[src/rtl/sram_axi_pkg.sv]
// Shared constants and helpers for the sram-like to AXI3 bridge.
// AXI fixed fields, transfer size codes and channel-to-ID mapping.
package sram_axi_pkg;

    localparam logic [1:0] BURST_INCR = 2'b01;
    localparam logic [7:0] LEN_SINGLE = 8'd0;
    localparam logic [3:0] CACHE_NONE = 4'd0;
    localparam logic [2:0] PROT_NONE  = 3'd0;
    localparam logic [1:0] LOCK_NONE  = 2'd0;

    localparam logic [1:0] SIZE_BYTE = 2'd0;
    localparam logic [1:0] SIZE_HALF = 2'd1;
    localparam logic [1:0] SIZE_WORD = 2'd2;

    localparam int ID_MAX_W = 8;

    function automatic logic [ID_MAX_W-1:0] ch_id(input int unsigned ch);
        return ch[ID_MAX_W-1:0];
    endfunction

endpackage

[src/rtl/sram_arb_fixed.sv]
// Fixed-priority one-hot arbiter.
// The lowest set request bit wins.
module sram_arb_fixed #(
    parameter int N = 2
) (
    input  logic [N-1:0] req,
    output logic [N-1:0] gnt
);

    // pick the first requester, scanning from index 0
    always_comb begin
        logic found;
        gnt   = '0;
        found = 1'b0;
        for (int i = 0; i < N; i++) begin
            if (req[i] && !found) begin
                gnt[i] = 1'b1;
                found  = 1'b1;
            end
        end
    end

endmodule

[src/rtl/sram_axi_bridge.sv]
// NUM_CH sram-like master ports merged onto one AXI3 master.
// Reads may overlap up to MAX_RD; writes run alone.
module sram_axi_bridge
    import sram_axi_pkg::*;
#(
    parameter int NUM_CH = 2,
    parameter int MAX_RD = 2,
    parameter int ID_W   = 4
) (
    input  logic                 clk,
    input  logic                 resetn,
    input  logic [NUM_CH-1:0]    ch_req,
    input  logic [NUM_CH-1:0]    ch_wr,
    input  logic [2*NUM_CH-1:0]  ch_size,
    input  logic [4*NUM_CH-1:0]  ch_wstrb,
    input  logic [32*NUM_CH-1:0] ch_addr,
    input  logic [32*NUM_CH-1:0] ch_wdata,
    output logic [NUM_CH-1:0]    ch_addr_ok,
    output logic [NUM_CH-1:0]    ch_data_ok,
    output logic [32*NUM_CH-1:0] ch_rdata,
    output logic [ID_W-1:0]      arid,
    output logic [31:0]          araddr,
    output logic [2:0]           arsize,
    output logic                 arvalid,
    input  logic                 arready,
    output logic [7:0]           arlen,
    output logic [1:0]           arburst,
    output logic [1:0]           arlock,
    output logic [3:0]           arcache,
    output logic [2:0]           arprot,
    input  logic [ID_W-1:0]      rid,
    input  logic [31:0]          rdata,
    input  logic [1:0]           rresp,
    input  logic                 rlast,
    input  logic                 rvalid,
    output logic                 rready,
    output logic [ID_W-1:0]      awid,
    output logic [31:0]          awaddr,
    output logic [2:0]           awsize,
    output logic                 awvalid,
    input  logic                 awready,
    output logic [7:0]           awlen,
    output logic [1:0]           awburst,
    output logic [1:0]           awlock,
    output logic [3:0]           awcache,
    output logic [2:0]           awprot,
    output logic [ID_W-1:0]      wid,
    output logic [31:0]          wdata,
    output logic [3:0]           wstrb,
    output logic                 wlast,
    output logic                 wvalid,
    input  logic                 wready,
    input  logic [ID_W-1:0]      bid,
    input  logic [1:0]           bresp,
    input  logic                 bvalid,
    output logic                 bready
);

    localparam int CNT_W = $clog2(MAX_RD + 1);
    localparam int IDX_W = (NUM_CH > 1) ? $clog2(NUM_CH) : 1;

    logic             live_q;
    logic [CNT_W-1:0] rd_cnt;
    logic             wr_pend;
    logic             ar_v_q, aw_v_q, w_v_q;
    logic [ID_W-1:0]  ar_id_q, aw_id_q;
    logic [31:0]      ar_addr_q, aw_addr_q, w_data_q;
    logic [1:0]       ar_size_q, aw_size_q;
    logic [3:0]       w_strb_q;
    logic [31:0]      rdata_q [NUM_CH];

    logic              r_hit, b_hit, wr_busy, rd_room, wr_room;
    logic [NUM_CH-1:0] elig, gnt;
    logic [IDX_W-1:0]  sel;
    logic              rd_go, wr_go;
    logic              unused_in;

    assign unused_in = ^{rresp, rlast, bresp};

    assign r_hit   = rvalid & live_q;
    assign b_hit   = bvalid & live_q;
    assign wr_busy = wr_pend & ~b_hit;

    // a retiring R beat or B response frees its slot in the same cycle
    assign rd_room = live_q & ~ar_v_q & ~wr_busy &
                     ((rd_cnt < CNT_W'(MAX_RD)) | r_hit);
    assign wr_room = live_q & ~aw_v_q & ~w_v_q & ~wr_busy &
                     ((rd_cnt == '0) | ((rd_cnt == CNT_W'(1)) & r_hit));

    // a channel competes only if its request type can be taken now
    always_comb begin
        elig = '0;
        for (int i = 0; i < NUM_CH; i++)
            elig[i] = ch_req[i] & (ch_wr[i] ? wr_room : rd_room);
    end

    sram_arb_fixed #(.N(NUM_CH)) u_arb (
        .req (elig),
        .gnt (gnt)
    );

    // encode the one-hot grant into a channel index
    always_comb begin
        sel = '0;
        for (int i = 0; i < NUM_CH; i++)
            if (gnt[i]) sel = i[IDX_W-1:0];
    end

    assign ch_addr_ok = gnt;
    assign rd_go      = (|gnt) & ~ch_wr[sel];
    assign wr_go      = (|gnt) & ch_wr[sel];

    // rready/bready come up one cycle after reset release
    always_ff @(posedge clk or negedge resetn) begin
        if (!resetn) live_q <= 1'b0;
        else         live_q <= 1'b1;
    end

    // outstanding reads: queued in AR plus in flight on the bus
    always_ff @(posedge clk or negedge resetn) begin
        if (!resetn) begin
            rd_cnt <= '0;
        end else begin
            case ({rd_go, r_hit})
                2'b10:   rd_cnt <= rd_cnt + CNT_W'(1);
                2'b01:   rd_cnt <= rd_cnt - CNT_W'(1);
                default: rd_cnt <= rd_cnt;
            endcase
        end
    end

    // AR holding register
    always_ff @(posedge clk or negedge resetn) begin
        if (!resetn) begin
            ar_v_q    <= 1'b0;
            ar_id_q   <= '0;
            ar_addr_q <= '0;
            ar_size_q <= '0;
        end else if (rd_go) begin
            ar_v_q    <= 1'b1;
            ar_id_q   <= ID_W'(ch_id(32'(sel)));
            ar_addr_q <= ch_addr[32*sel +: 32];
            ar_size_q <= ch_size[2*sel +: 2];
        end else if (arready) begin
            ar_v_q    <= 1'b0;
        end
    end

    // AW and W holding registers plus write-pending flag
    always_ff @(posedge clk or negedge resetn) begin
        if (!resetn) begin
            aw_v_q    <= 1'b0;
            w_v_q     <= 1'b0;
            wr_pend   <= 1'b0;
            aw_id_q   <= '0;
            aw_addr_q <= '0;
            aw_size_q <= '0;
            w_data_q  <= '0;
            w_strb_q  <= '0;
        end else begin
            if (awready) aw_v_q <= 1'b0;
            if (wready)  w_v_q  <= 1'b0;
            if (b_hit)   wr_pend <= 1'b0;
            if (wr_go) begin
                aw_v_q    <= 1'b1;
                w_v_q     <= 1'b1;
                wr_pend   <= 1'b1;
                aw_id_q   <= ID_W'(ch_id(32'(sel)));
                aw_addr_q <= ch_addr[32*sel +: 32];
                aw_size_q <= ch_size[2*sel +: 2];
                w_data_q  <= ch_wdata[32*sel +: 32];
                w_strb_q  <= ch_wstrb[4*sel +: 4];
            end
        end
    end

    // per-channel read data hold for cycles without a matching beat
    always_ff @(posedge clk or negedge resetn) begin
        if (!resetn) begin
            for (int i = 0; i < NUM_CH; i++) rdata_q[i] <= '0;
        end else begin
            for (int i = 0; i < NUM_CH; i++)
                if (r_hit && rid == ID_W'(i)) rdata_q[i] <= rdata;
        end
    end

    // route R and B responses back by ID; unknown IDs are dropped
    always_comb begin
        ch_data_ok = '0;
        ch_rdata   = '0;
        for (int i = 0; i < NUM_CH; i++) begin
            ch_data_ok[i] = (r_hit && rid == ID_W'(i)) ||
                            (b_hit && bid == ID_W'(i));
            ch_rdata[32*i +: 32] = (r_hit && rid == ID_W'(i)) ?
                                   rdata : rdata_q[i];
        end
    end

    assign rready  = live_q;
    assign bready  = live_q;

    assign arid    = ar_id_q;
    assign araddr  = ar_addr_q;
    assign arsize  = {1'b0, ar_size_q};
    assign arvalid = ar_v_q;
    assign arlen   = LEN_SINGLE;
    assign arburst = BURST_INCR;
    assign arlock  = LOCK_NONE;
    assign arcache = CACHE_NONE;
    assign arprot  = PROT_NONE;

    assign awid    = aw_id_q;
    assign awaddr  = aw_addr_q;
    assign awsize  = {1'b0, aw_size_q};
    assign awvalid = aw_v_q;
    assign awlen   = LEN_SINGLE;
    assign awburst = BURST_INCR;
    assign awlock  = LOCK_NONE;
    assign awcache = CACHE_NONE;
    assign awprot  = PROT_NONE;

    assign wid     = aw_id_q;
    assign wdata   = w_data_q;
    assign wstrb   = w_strb_q;
    assign wlast   = 1'b1;
    assign wvalid  = w_v_q;

endmodule

[config.mk]
export PLATFORM = sky130hd
export DESIGN_NAME = sram_axi_bridge
export DESIGN_NICKNAME = d
export VERILOG_FILES = /design/src/rtl/sram_axi_pkg.sv /design/src/rtl/sram_arb_fixed.sv /design/src/rtl/sram_axi_bridge.sv
export SDC_FILE = /design/constraint.sdc
export NUM_CORES = 1
export LEC_CHECK = 0
export ABC_AREA = 1
export BUFFER_PORTS_ARGS = -buffer_cell sky130_fd_sc_hd__buf_2
export CORE_AREA = 2 2 166 168
export DETAILED_ROUTE_END_ITERATION = 7
export DIE_AREA = 0 0 168 170
export SLEW_MARGIN = 0
export SYNTH_ARGS = -nofsm -noshare
export SYNTH_HDL_FRONTEND = slang
export SYNTH_SLANG_ARGS = --single-unit
export TNS_END_PERCENT = 30
[constraint.sdc]
create_clock -name clk -period 2.8 [get_ports clk]
set_input_delay 0.42 -clock clk [delete_from_list [all_inputs] [get_ports clk]]
set_output_delay 0.42 -clock clk [all_outputs]
set_load 0.02 [all_outputs]
## Word-level counts from Yosys, hierarchy flattened

Cells that the tools add are included.
W data, S select, Z words.

| cells by class | value |
|---|---|
| $add $sub $neg | 2 |
| multipliers | 0 |
| divide/modulo/power cells | 0 |
| order comparisons | 2 |
| equal/unequal tests | 5 |
| shifts and indexed selects | 4 |
| multiplexer cells | 18 |
| bitwise logic cells | 23 |
| reductions and logical operators | 17 |

Operators by type and width:

| cell | count |
|---|---|
| $shiftx A64 B7 Y32 | 2 |
| $mux W32 | 2 |
| $and A1 B1 Y1 | 15 |
| $mux W1 | 15 |
| $reduce_bool A2 Y1 | 5 |
| $eq A4 B1 Y1 const B | 2 |
| $logic_not A4 Y1 | 2 |
| $shiftx A8 B4 Y4 | 1 |
| $not A1 Y1 | 6 |
| $logic_and A1 B1 Y1 | 5 |
| $eq A2 B1 Y1 const B | 2 |
| $pmux W2 S2 | 1 |
| $shiftx A4 B3 Y2 | 1 |
| $add A2 B1 Y2 const B | 1 |
| $eq A2 B2 Y1 const B | 1 |
| $logic_not A2 Y1 | 1 |
| $logic_or A1 B1 Y1 | 2 |
| $lt A1 B2 Y1 const B | 1 |
| $lt A2 B2 Y1 const B | 1 |
| $or A1 B1 Y1 | 2 |
| $reduce_or A2 Y1 | 1 |
| $sub A2 B1 Y2 const B | 1 |
| $logic_not A1 Y1 | 1 |

| storage, ports and cells | value |
|---|---|
| bits in registers | 177 |
| latch bits | 0 |
| bits in writable memories | 0 |
| memory bits (read-only) | 0 |
| input bits | 196 |
| output and inout bits | 230 |
| logic and storage cells | 87 |
| memories | 0 |

## Depth between registers and ports, before layout

| depth | value |
|---|---|
| depth after elaboration | 19 |
| mapped depth | 15 |
| gate-level depth less buffers | 14 |

## By module

From an unflattened synthesis, not the netlist that was laid out.

| second synthesis, totals | value |
|---|---|
| cell total of the unflattened synthesis | 853 |
| area total of the unflattened synthesis | 8,105.3 um^2 |

Modules (own cells, without submodules):

| module | times used | cells each | area an instance (um^2) | sequential area each (um^2) |
|---|---|---|---|---|
| sram_axi_bridge | 1 | 850 | 8,087.8 | 4,429.2 |
| sram_arb_fixed | 1 | 3 | 17.5 | 0.0 |

## Worst setup path after synthesis

OpenSTA, ideal clock, no wires.

| timing path | value |
|---|---|
| kind | register to register |
| from | register live_q, in the netlist bready |
| to | register rd_cnt[1] |
| setup time | 127 ps |
| data arrival time | 2,160 ps |
| required time | 2,673 ps |
| slack | 513 ps |
| cell stages (with the launch flop) | 14 |
| path buffers | 1 |
| clock period less this slack | 2,287 ps |
| cell sequence | dfrtp_1 > nand2_1 > nand2_1 > nand3_1 > nand2_1 > nand2_1 > nor2_4 > nand2_2 > nand2_1 > nand3_2 > buf_2 > ha_1 > nand2_1 > o21ai_0 |

| on the way | value |
|---|---|
| cells in the longest elaborated chain, start to end | 19 |
| elaborated cells between the ends (all ways) | 33 |
| those cells by class | eq/ne: 2; mux: 8; bitwise: 19; reduce/logical: 4 |

Ends and longest elaborated chain:

| what | line | text |
|---|---|---|
| start, declared | sram_axi_bridge.sv:62 | `logic live_q;` |
| start signal, assigned | sram_axi_bridge.sv:115 | `if (!resetn) live_q <= 1'b0;` |
| start signal, assigned | sram_axi_bridge.sv:116 | `else live_q <= 1'b1;` |
| $and A1 B1 Y1 | sram_axi_bridge.sv:81 | `assign b_hit = bvalid & live_q;` |
| $not A1 Y1 | sram_axi_bridge.sv:82 | `assign wr_busy = wr_pend & ~b_hit;` |
| $and A1 B1 Y1 | sram_axi_bridge.sv:82 |  |
| $not A1 Y1 | sram_axi_bridge.sv:85, sram_axi_bridge.sv:87 |  |
| $and A1 B1 Y1, on equally long branches (2 in series) | sram_axi_bridge.sv:85, sram_axi_bridge.sv:87 |  |
| $mux W1 | sram_axi_bridge.sv:94 | `elig[i] = ch_req[i] & (ch_wr[i] ? wr_room : rd_room);` |
| $and A1 B1 Y1 | sram_axi_bridge.sv:94 |  |
| $mux W1 | sram_arb_fixed.sv:16 | `if (req[i] && !found) begin` |
| $logic_not A1 Y1 | sram_arb_fixed.sv:16 |  |
| $logic_and A1 B1 Y1 | sram_arb_fixed.sv:16 |  |
| $mux W1 | sram_arb_fixed.sv:16 |  |
| $mux W1 | sram_axi_bridge.sv:106 | `if (gnt[i]) sel = i[IDX_W-1:0];` |
| $mux W1 (not written as such) (2 in series) | sram_axi_bridge.sv:110 | `assign rd_go = (\|gnt) & ~ch_wr[sel];` |
| $not A1 Y1 | sram_axi_bridge.sv:110 |  |
| $and A1 B1 Y1 | sram_axi_bridge.sv:110 |  |
| $eq A2 B1 Y1 / $eq A2 B2 Y1 (equally long branches) | sram_axi_bridge.sv:124 | `case ({rd_go, r_hit})` |
| $pmux W2 S2 / $reduce_bool A2 Y1 (equally long branches) | - |  |
| end signal, assigned | sram_axi_bridge.sv:125 | `2'b10: rd_cnt <= rd_cnt + CNT_W'(1);` |
| end signal, assigned | sram_axi_bridge.sv:126 | `2'b01: rd_cnt <= rd_cnt - CNT_W'(1);` |
| end signal, assigned | sram_axi_bridge.sv:127 | `default: rd_cnt <= rd_cnt;` |
| end, declared | sram_axi_bridge.sv:63 | `logic [CNT_W-1:0] rd_cnt;` |

Several ways; a longest one is shown, not always the timed one. The select of a mux whose other input is x is not followed.
A chain may end at the register's enable or synchronous reset.

## Final worst setup path

| timing path | value |
|---|---|
| from | register rd_cnt[1] |
| to | output ch_addr_ok[1] |

| on the way | value |
|---|---|
| cells in the longest elaborated chain, start to end | 10 |
| elaborated cells between the ends (all ways) | 16 |
| those cells by class | order compare: 1; eq/ne: 1; mux: 4; bitwise: 7; reduce/logical: 3 |

Ends and longest elaborated chain:

| what | line | text |
|---|---|---|
| $eq A2 B1 Y1 | sram_axi_bridge.sv:88 | `((rd_cnt == '0) \| ((rd_cnt == CNT_W'(1)) & r_hit));` |
| $and A1 B1 Y1 | sram_axi_bridge.sv:88 |  |
| $or A1 B1 Y1 | sram_axi_bridge.sv:88 |  |
| $and A1 B1 Y1 | sram_axi_bridge.sv:87 | `assign wr_room = live_q & ~aw_v_q & ~w_v_q & ~wr_busy &` |
| $mux W1 | sram_axi_bridge.sv:94 |  |
| $and A1 B1 Y1 | sram_axi_bridge.sv:94 |  |
| $mux W1 | sram_arb_fixed.sv:16 |  |
| $logic_not A1 Y1 | sram_arb_fixed.sv:16 |  |
| $logic_and A1 B1 Y1 (*) | sram_arb_fixed.sv:16 |  |
| $mux W1 (*) | sram_arb_fixed.sv:16 |  |
| end, declared | sram_axi_bridge.sv:18 | `output logic [NUM_CH-1:0] ch_addr_ok,` |

Mark *: on every way between the ends. The rest lies on a longest branch, timed or not.

==> metrics.csv <==
stage,metric,value,unit
status,outcome,finished clean,
critical_path,crit_chain,inv_1 -> ha_1 -> nand3_1 -> nand2_1 -> inv_1 -> nor2_1 -> nor2_2 -> nor2_4 -> nand2_8 -> buf_12 -> inv_1 -> buf_2,
logic_synthesis,ys_async_sr_fraction,100,%
logic_synthesis,seq_area_frac_synth,53.2,%
logic_synthesis,ys_types,21,
timing,worst_pin_slew,555,ps
timing,max_freq,377,MHz
clocking,root_buffer,clkbuf_16,
timing,skew,11.5,ps
timing,finalHoldViolCount,0,
critical_path,critPathCaptureType,output pin,
clocking,cts_tree,built,
power,irDropWorstVdd,0.000382,V
logic_synthesis,synth-edff-count,0,
routing,ant_nets,0,
critical_path,crit_path_frequent_cell,inv_1,
power,power.total,9970,µW
floorplan,fp.dieW,168,µm
place,dp_slack,194,ps
grt,grt_use_total,18.5,%
logic_synthesis,netlist_area,8330,µm²
power,power.density,895,nW/µm²
logic_synthesis,synth_commonest_cells,"430 x nand2_1, 181 x nand3_1, 177 x dfrtp_1",
grt,grt_overflow,0,
critical_path,worst_ep_arrival_time,2230,ps
routing,num_vias,7923,
critical_path,worstSetupPathType,reg -> out,
routing,first_pass_iters,4,
worst_hold_path,hold_class,in -> reg,
floorplan,io_pins,426,
place,dpl_cell_area,10400,µm²
grt,grt_pass1_wl,40800,µm
place,port_buffers,370,
logic_synthesis,yosysTopAreaCellShare,53.2,%
final_layout,syn2layout_area_growth,33.7,%
timing,fin_ws,146,ps
routing,dr.first_iter.drc_count,443,
clocking,clkTransAtPathRegs,70,ps
place,dp_hpwl,19800,µm
floorplan,num_rows,60,
timing,period_minus_slack,2650,ps
grt,grt_max_degree,62,
critical_path,cp_max_fo,25,
place,gp_congestion,0.775,
critical_path,cp-start-kind,flop,
clocking,htreeDepth,4,
clocking,cts.sinks,177,
final_layout,fin_util,41.8,%
critical_path,cpMaxStageDelayCell,dfrtp_1,
logic_synthesis,synth_seq_cells,177,
timing,period_share,94.8,%
routing,viasPerCell,4.52,
floorplan,core_area,26700,µm²
logic_synthesis,yosysMostFrequentCell,nand2_1,
final_layout,fin_nets,1595,
power,p_leak,0.00659,µW
clocking,clkLatencyLatePin,440,ps
timing,setup_viol,0,
grt,first_global_vias,7285,
timing,final_max_slew_viol_count,0,
logic_synthesis,netlist_instances,1047,
clocking,cts_buffers,17,
floorplan,die_area,28600,µm²
critical_path,timing.rr.start,rd_cnt[1]$_DFFE_PN0P_,
final_layout,stdcell_area,11100,µm²
clocking,clock_path_buffers,2,
routing,avgRoutedWirePerCell,15.5,µm
floorplan,start_util,31.2,%
critical_path,critPathMaxStageDelay,390,ps
logic_synthesis,yosys_warnings,0,
worst_hold_path,hold_start,wready,
critical_path,worst_ep_required_time,2380,ps
logic_synthesis,yosys.area.top_type,dfrtp_1,
logic_synthesis,avgSynthCellArea,7.95,µm²
routing,drcViolationCount,0,
logic_synthesis,synthFlopType,dfrtp_1,
job,max_cap_violations,0,
final_layout,fillCellCount,2772,
final_layout,final_layout_size_suffix_gt1_share,31.5,%
grt,antenna_found_initial,1,
timing,slew_headroom,63.0,%
routing,drt-total-wl,27100,µm
logic_synthesis,synthTopCellsByArea,"dfrtp_1 53%, nand2_1 19%, nand3_1 11%",
floorplan,die_y,170,µm
critical_path,critPathLaunch,rd_cnt[1]$_DFFE_PN0P_,
worst paths after layout:
kind                            depth (start not counted)                     end  slack, ps
worst min-delay path                                    2      wvalid$_DFFE_PN0P_        150
worst max register to register                         14   wdata[30]$_DFFE_PN0P_        310
worst max-delay path                                   12           ch_addr_ok[1]        150
worst min register to register                          2  awaddr[20]$_DFFE_PN0P_        470
min in group asynchronous                               2   rdata_q[52]$_DFF_PN0_        550
max in group asynchronous                               3        bready$_DFF_PN0_       1450
critical path: cells and delay by family, from the launching register on:
kind / cells / cell delay (ps)
and+or+nand+nor: 6 / 720
buffers and inverters: 5 / 540
DFF: 1 / 390
adders and majority gates: 1 / 130
stage by stage:
step	instances	setup TNS (ps)	hold slack, ps
detailed placement	1714	0	437
global route	1750	-21.3	128
finish	1751	0	148
global placement	1714	0	439
floorplan	1096	0	124
CTS	1747	0	131
layout by cell type (no fill, tap or decap), types with 5 or more instances in the layout:
cell type    n
clkbuf_16   17
conb_1      51
nand2_1    427
o21ai_0     67
nand3_1    179
buf_12       9
buf_2      369
inv_1       47
dfrtp_1    176
buf_4       21
nor2_1       5
area by class of cell:
cell class | instances | area, µm² | area share (%)
antenna | 1 | 2.50 | 0.0225
clock buffer | 18 | 439 | 3.95
clock inverter | 14 | 188 | 1.69
inverter | 47 | 176 | 1.59
multi-input combinational | 751 | 3250 | 29.2
sequential | 177 | 4430 | 39.8
tap | 341 | 427 | 3.83
timing repair buffer | 402 | 2220 | 19.9
flip-flops by register name, summed over array words and instances, names as in the netlist:
register,cells
wr_pend,1
awaddr,32
araddr,32
wstrb,4
awid,1
ar_size_q,2
arid,1
rdata_q,64
aw_size_q,2
bready,1
wvalid,1
rd_cnt,2
arvalid,1
awvalid,1
wdata,32
where the power goes:
part | switching [µW] | total [µW] | internal, µW
combinational | 2520 | 3680 | 1160
sequential | 401 | 3740 | 3340
clock | 1160 | 2550 | 1390
metal layers:
layer	part of all wire, %	vias to the layer above	global-route usage [%]	wire (µm)
met3	7.0	19	4.35	1900
met1	44	3662	24.1	12000
met2	47	322	30.7	12900
met4	1.3	0	5.29	349
met5	0	-	0	0
li1	-	3920	-	-
repair_timing:
item,CTS,global route
pin swaps,0,2
hold endpoints to repair,49,0
gates resized for setup,3,4
hold buffers,1,0
setup buffers,0,3
endpoints found under the setup margin,1,125
cell families after synthesis:
group                    count (synthesis)  synth area share [%]
AO/OA/AOI/OAI                           73                  4.43
XOR/XNOR                                 2                 0.210
adder cells (fa/ha/maj)                  3                 0.451
buffers and inverters                  168                  10.6
flip-flops                             177                  53.2
other                                    2                0.0902
AND/OR/NAND/NOR                        622                  31.0
No activity file was read; power rests on OpenSTA's default activity.
